File: config.mk
export PLATFORM = sky130hd
export DESIGN_NAME = vout_ir
export DESIGN_NICKNAME = d
export VERILOG_FILES = /design/src/rtl/vout_ir.sv
export SDC_FILE = /design/constraint.sdc
export NUM_CORES = 1
export LEC_CHECK = 0
export BUFFER_PORTS_ARGS = -buffer_cell sky130_fd_sc_hd__buf_2
export CORE_MARGIN = 2
export CORE_UTILIZATION = 50
export CTS_CLUSTER_DIAMETER = 80
export DETAILED_ROUTE_END_ITERATION = 10
export PLACE_DENSITY_LB_ADDON = 0.05
export SKIP_LAST_GASP = 1
export SLEW_MARGIN = 20
export SYNTH_ARGS = -nofsm -noshare
export SYNTH_HDL_FRONTEND = slang
export SYNTH_SLANG_ARGS = --single-unit
File: constraint.sdc
create_clock -name clk -period 4.9 [get_ports clk]
set_clock_uncertainty 0.15 [all_clocks]
set_input_delay 0.735 -clock clk [delete_from_list [all_inputs] [get_ports clk]]
set_output_delay 0.735 -clock clk [all_outputs]
set_load 0.005 [all_outputs]
File: src/rtl/vout_ir.sv
// NEC infrared transmitter output plugin.
// Sends a full NEC frame (9 ms leader, 4.5 ms space, 32 data bits, stop burst) or a
// repeat frame (9 ms leader, 2.25 ms space, stop burst), then holds busy for a gap.
// Ports:
//   clk, reset   - system clock, synchronous active-high reset
//   send         - start request, only looked at while busy is low
//   repeat_frame - sampled with send; 1 selects a repeat frame
//   address      - NEC address, latched on accept
//   command      - NEC command, latched on accept
//   ir_out       - registered LED drive (carrier-modulated or plain envelope, optional invert)
//   busy         - high from accept through the end of the post-frame gap
//   done         - one-cycle pulse on the last cycle of the stop burst
module vout_ir #(
  parameter int unsigned TICK_DIV     = 50,
  parameter bit          CARRIER_EN   = 1'b1,
  parameter int unsigned CARRIER_HALF = 658,
  parameter int unsigned GAP_US       = 40000,
  parameter bit          INVERT       = 1'b0
) (
  input  logic       clk,
  input  logic       reset,
  input  logic       send,
  input  logic       repeat_frame,
  input  logic [7:0] address,
  input  logic [7:0] command,
  output logic       ir_out,
  output logic       busy,
  output logic       done
);

  localparam int unsigned MaxDur = (GAP_US > 9000) ? GAP_US : 9000;
  localparam int unsigned DurW   = $clog2(MaxDur + 1);
  localparam int unsigned PreW   = (TICK_DIV > 1) ? $clog2(TICK_DIV) : 1;
  localparam int unsigned CarW   = (CARRIER_HALF > 1) ? $clog2(CARRIER_HALF) : 1;

  typedef enum logic [2:0] {
    StIdle,
    StLeadM,
    StLeadS,
    StBitM,
    StBitS,
    StStopM,
    StGap
  } state_e;

  state_e            state_q, state_d;
  logic [PreW-1:0]   pre_q, pre_d;
  logic [DurW-1:0]   dur_q, dur_d, dur_last;
  logic [31:0]       shift_q, shift_d;
  logic [5:0]        bit_q, bit_d;
  logic              rep_q, rep_d;
  logic [CarW-1:0]   car_cnt_q, car_cnt_d;
  logic              car_ph_q, car_ph_d;
  logic              ir_q, ir_d;
  logic              tick, seg_end, accept, mark_d, env_d;

  // Last tick index of the current state; every state lasts dur_last+1 ticks.
  always_comb begin
    dur_last = '0;
    unique case (state_q)
      StLeadM: dur_last = DurW'(9000 - 1);
      StLeadS: dur_last = rep_q ? DurW'(2250 - 1) : DurW'(4500 - 1);
      StBitM:  dur_last = DurW'(560 - 1);
      StBitS:  dur_last = shift_q[0] ? DurW'(1690 - 1) : DurW'(560 - 1);
      StStopM: dur_last = DurW'(560 - 1);
      StGap:   dur_last = DurW'(GAP_US - 1);
      default: dur_last = '0;
    endcase
  end

  assign tick    = (pre_q == PreW'(TICK_DIV - 1));
  assign seg_end = (state_q != StIdle) && tick && (dur_q == dur_last);
  assign accept  = (state_q == StIdle) && send;

  always_comb begin
    state_d = state_q;
    shift_d = shift_q;
    bit_d   = bit_q;
    rep_d   = rep_q;
    if (accept) begin
      state_d = StLeadM;
      shift_d = {~command, command, ~address, address};
      bit_d   = '0;
      rep_d   = repeat_frame;
    end else if (seg_end) begin
      unique case (state_q)
        StLeadM: state_d = StLeadS;
        StLeadS: state_d = rep_q ? StStopM : StBitM;
        StBitM:  state_d = StBitS;
        StBitS: begin
          if (bit_q == 6'd31) begin
            state_d = StStopM;
          end else begin
            state_d = StBitM;
            shift_d = {1'b0, shift_q[31:1]};
            bit_d   = bit_q + 6'd1;
          end
        end
        StStopM: state_d = StGap;
        StGap:   state_d = StIdle;
        default: state_d = StIdle;
      endcase
    end
  end

  // Prescaler and duration counter restart on accept and on every state change, so each
  // state lasts an exact multiple of TICK_DIV cycles.
  always_comb begin
    pre_d = '0;
    dur_d = '0;
    if (state_q != StIdle && !seg_end) begin
      pre_d = tick ? '0 : pre_q + PreW'(1);
      dur_d = tick ? dur_q + DurW'(1) : dur_q;
    end
  end

  // Carrier phase restarts high on the first cycle of each mark. Every mark is entered
  // from a different state, so a state change marks the start.
  always_comb begin
    mark_d    = (state_d == StLeadM) || (state_d == StBitM) || (state_d == StStopM);
    car_cnt_d = '0;
    car_ph_d  = 1'b1;
    if (mark_d && state_d == state_q) begin
      if (car_cnt_q == CarW'(CARRIER_HALF - 1)) begin
        car_ph_d = ~car_ph_q;
      end else begin
        car_cnt_d = car_cnt_q + CarW'(1);
        car_ph_d  = car_ph_q;
      end
    end
    env_d = mark_d & (CARRIER_EN ? car_ph_d : 1'b1);
    ir_d  = env_d ^ INVERT;
  end

  always_ff @(posedge clk) begin
    if (reset) begin
      state_q   <= StIdle;
      pre_q     <= '0;
      dur_q     <= '0;
      shift_q   <= '0;
      bit_q     <= '0;
      rep_q     <= 1'b0;
      car_cnt_q <= '0;
      car_ph_q  <= 1'b0;
      ir_q      <= INVERT;
    end else begin
      state_q   <= state_d;
      pre_q     <= pre_d;
      dur_q     <= dur_d;
      shift_q   <= shift_d;
      bit_q     <= bit_d;
      rep_q     <= rep_d;
      car_cnt_q <= car_cnt_d;
      car_ph_q  <= car_ph_d;
      ir_q      <= ir_d;
    end
  end

  assign ir_out = ir_q;
  assign busy   = (state_q != StIdle);
  assign done   = (state_q == StStopM) && seg_end;

endmodule

==> impl_metrics.json <==
{
  "outcome": "completed",
  "core_area_mm2": 0.008175,
  "timing.hold.worst.start": "bit_q[5]",
  "final_hold_viol_count": 0,
  "crit_fanout": 29,
  "syn_avg_cell_area_um2": 8.145,
  "drv_cap": 0,
  "yosys.area.top_type_share_pct": 36.20,
  "firstDrtPassIters": 5,
  "gp_congestion": 0.8397,
  "rows": 33,
  "crit-reg2reg-launch": "state_q[1]",
  "worstSetupStartpointType": "register",
  "drt-wirelength-per-cell_um": 16.99,
  "static-leakage-power_uw": 0.001495,
  "fin_nets": 537,
  "die-width_um": 95.68,
  "proportion_of_layout_cells_with_a_drive_suffix_above_1_pct": 11.24,
  "vdd.ir_drop.worst_uv": 183.0,
  "synthMuxAreaShare_pct": 0.7145,
  "worstHoldEndpoint": "bit_q[5]",
  "powerDensity_mw_per_mm2": 317.7,
  "post-route-period-util_pct": 77.66,
  "tightestPinTransition_ns": 0.9099,
  "globalRoute.totalOverflow": 0,
  "reg2reg_setup_slack_ns": 1.39,
  "dominantRegCellSynth": "sky130_fd_sc_hd__dfxtp_1",
  "finish.instance_area_mm2": 0.004556,
  "cts_repair_resize_count": 0,
  "achievable-frequency_mhz": 262.8,
  "antenna_violations_before_repair": 0,
  "worstHoldPathCells": 2,
  "worst_ep_required_time_ns": 4.01,
  "post_cts_buffers": 0,
  "buffer_ports.inserted": 22,
  "number_of_instances_in_the_synthesized_netlist": 516,
  "post-route-min-period_ns": 3.805,
  "clock-sinks": 76,
  "dp_hpwl_um": 6846,
  "first_pass_grt_wire_length_um": 17770,
  "hold_removal_path_class": "reg2reg",
  "routed_wire_length_um": 10550,
  "critPathArrivalTime_ns": 2.92,
  "yosysSeqAreaShare_pct": 36.20,
  "xor_xnor_share_of_the_synthesized_area_pct": 6.460,
  "relSlewSlack_pct": 39.25,
  "numCtsBuffers": 9,
  "synthToLayoutAreaGrowth_pct": 8.395,
  "place.detailed.instances": 605,
  "synth_edf_count": 0,
  "yosys.cell_types.count": 59,
  "dpl_worst_slack_ns": 1.390,
  "critical_path.endpoint_type": "primary output",
  "drv_slew": 0,
  "synth_compound_area_share_pct": 21.82,
  "tritoncts": "built",
  "mostFrequentLayoutCells": "76 x sky130_fd_sc_hd__dfxtp_1, 57 x sky130_fd_sc_hd__nand2_1, 55 x sky130_fd_sc_hd__nor2_1",
  "starting_density_pct": 51.41,
  "ctsHoldBuffers": 0,
  "vias_per_cell": 6.177,
  "ys_warn_count": 0,
  "clk_pin_slew_ns": 0.08,
  "cts.path.max_buffers": 2,
  "top_level_ports": 23,
  "maximum_number_of_pins_on_one_net_before_global_route_repair": 39,
  "worstRegToRegCells": 7,
  "synth.top_cells.by_area": "sky130_fd_sc_hd__dfxtp_1 36%, sky130_fd_sc_hd__o31ai_1 6.4%, sky130_fd_sc_hd__nand2_1 5.1%",
  "reg2reg_capture_point": "shift_q[17]",
  "timing.critical_path.from": "state_q[0]",
  "number_of_h_tree_levels": 3,
  "fillCellCount": 784,
  "postRouteAntennaNets": 0,
  "first_global_vias": 3545,
  "first_iter_violations": 251,
  "postSynthNetCount": 542,
  "stdcell_count": 621,
  "drc": 0,
  "asyncSetResetFlopFracSynth_pct": 0,
  "vias_post_dr": 3836,
  "synth_top_family_by_area": "simple AND/OR/NAND/NOR gates",
  "count_of_state_elements_after_synthesis": 76,
  "placed_area_mm2": 0.004289,
  "post-synth-top-area-cell": "sky130_fd_sc_hd__dfxtp_1",
  "antennaDiodeCount": 0,
  "most_common_cell_after_layout_fill_and_taps_aside": "sky130_fd_sc_hd__dfxtp_1",
  "setup_viol_count_final": 0,
  "setup-tns-final_ns": 0,
  "die_h_um": 95.68,
  "timing.setup.critical_path_class": "reg2out",
  "synth-adder-area-share_pct": 1.786,
  "synth_simple_gate_area_share_pct": 26.56,
  "setup_ws_ns": 1.095,
  "grt_setup_unrepaired": "false",
  "clockRootBuffer": "sky130_fd_sc_hd__clkbuf_8",
  "clock_insertion_delay_worst_skew_ns": 0.35,
  "global_routing_usage_summed_across_all_routing_layers_pct": 24.75,
  "syn-cell-area_mm2": 0.004203,
  "die_area_mm2": 0.009155
}
synth_stat cells, types with 3 or more instances:
cell type and number:
sky130_fd_sc_hd__dfxtp_1 76, sky130_fd_sc_hd__nand2_1 57, sky130_fd_sc_hd__nor2_1 55, sky130_fd_sc_hd__o31ai_1 36, sky130_fd_sc_hd__nand4_1 34, sky130_fd_sc_hd__clkbuf_1 26, sky130_fd_sc_hd__xnor2_1 20, sky130_fd_sc_hd__a311oi_1 18
sky130_fd_sc_hd__nand3_1 17, sky130_fd_sc_hd__a31oi_1 15, sky130_fd_sc_hd__buf_2 13, sky130_fd_sc_hd__inv_1 12, sky130_fd_sc_hd__nor3_1 11, sky130_fd_sc_hd__xor2_1 11, sky130_fd_sc_hd__a21oi_1 10, sky130_fd_sc_hd__and3_1 9
sky130_fd_sc_hd__nand2b_1 8, sky130_fd_sc_hd__o21ai_0 7, sky130_fd_sc_hd__buf_4 6, sky130_fd_sc_hd__ha_1 6, sky130_fd_sc_hd__a211oi_1 4, sky130_fd_sc_hd__nor2b_1 4, sky130_fd_sc_hd__a21boi_0 3, sky130_fd_sc_hd__and2_1 3
sky130_fd_sc_hd__and4_1 3, sky130_fd_sc_hd__mux2i_1 3, sky130_fd_sc_hd__nor3b_1 3, sky130_fd_sc_hd__nor4b_1 3, sky130_fd_sc_hd__o211ai_1 3
kinds of logic (layout without fill, tap and decap cells):
| kind of cell | after synthesis | after routing |
|---|---|---|
| AO/OA/AOI/OAI | 119 | 119 |
| adder cells (fa/ha/maj) | 6 | 6 |
| AND/OR/NAND/NOR | 221 | 221 |
| XOR/XNOR | 31 | 31 |
| buffers and inverters | 60 | 60 |
| flip-flops | 76 | 76 |
| multiplexers | 3 | 3 |
flip-flops by register name, indices dropped and copies added, names as in the netlist:
register	cells
car_ph_q	1
car_cnt_q	10
state_q	3
bit_q	6
shift_q	32
dur_q	16
rep_q	1
pre_q	6
ir_out	1
through the flow:
| step | total power (uW) | hold slack [ns] | utilization [%] |
|---|---|---|---|
| after detailed placement | 823.8 | 0.3220 | 52.46 |
| after CTS | 1462 | 0.3290 | 55.71 |
| after global routing | 1505 | 0.3478 | 55.72 |
| final | 1447 | 0.3253 | 55.72 |
| after floorplan | 782.4 | 0.2909 | - |
| after global placement | 821.0 | 0.3079 | 52.46 |
metal layers:
metal  track usage [%]  vias up  part of all wire, %
li1                  -     1902                    -
met4             7.381        0                  1.0
met1             36.04     1834                   49
met5                 0        -                    0
met3             4.743        9                  4.4
met2             36.89       91                   46
worst max-delay path, cell delays in order, from the launching register on:
cell and delay, ns:
sky130_fd_sc_hd__dfxtp_1 0.92, sky130_fd_sc_hd__a21boi_0 0.52, sky130_fd_sc_hd__nand3_1 0.14, sky130_fd_sc_hd__a311oi_1 0.32, sky130_fd_sc_hd__and4_1 0.26, sky130_fd_sc_hd__nand2_1 0.13
sky130_fd_sc_hd__nor2_1 0.15, sky130_fd_sc_hd__buf_2 0.14
power breakdown:
group / leakage, uW / internal [uW] / switching, uW
clock: 0.000131 / 405 / 231
sequential: 0.000621 / 644 / 23.2
combinational: 0.000744 / 50.9 / 93.3
total: 0.00150 / 1100 / 348
worst max-delay path by stage:
| stage | end | slack (ns) |
|---|---|---|
| floorplan | done | 1.92 |
| global placement | shift_q[17] | 1.50 |
| detailed placement | shift_q[3] | 1.39 |
| CTS | done | 1.10 |
| global route | done | 0.79 |
| finish | done | 1.09 |
area by class of cell:
cell class | count | area (um2) | area share [%]
clock buffer | 12 | 145.1 | 3.186
tap | 105 | 131.4 | 2.884
clock inverter | 4 | 120.1 | 2.637
timing repair buffer | 31 | 177.7 | 3.900
multi-input combinational | 380 | 2411 | 52.92
sequential | 76 | 1521 | 33.40
inverter | 13 | 48.80 | 1.071
(Power assumes the default switching activity.)
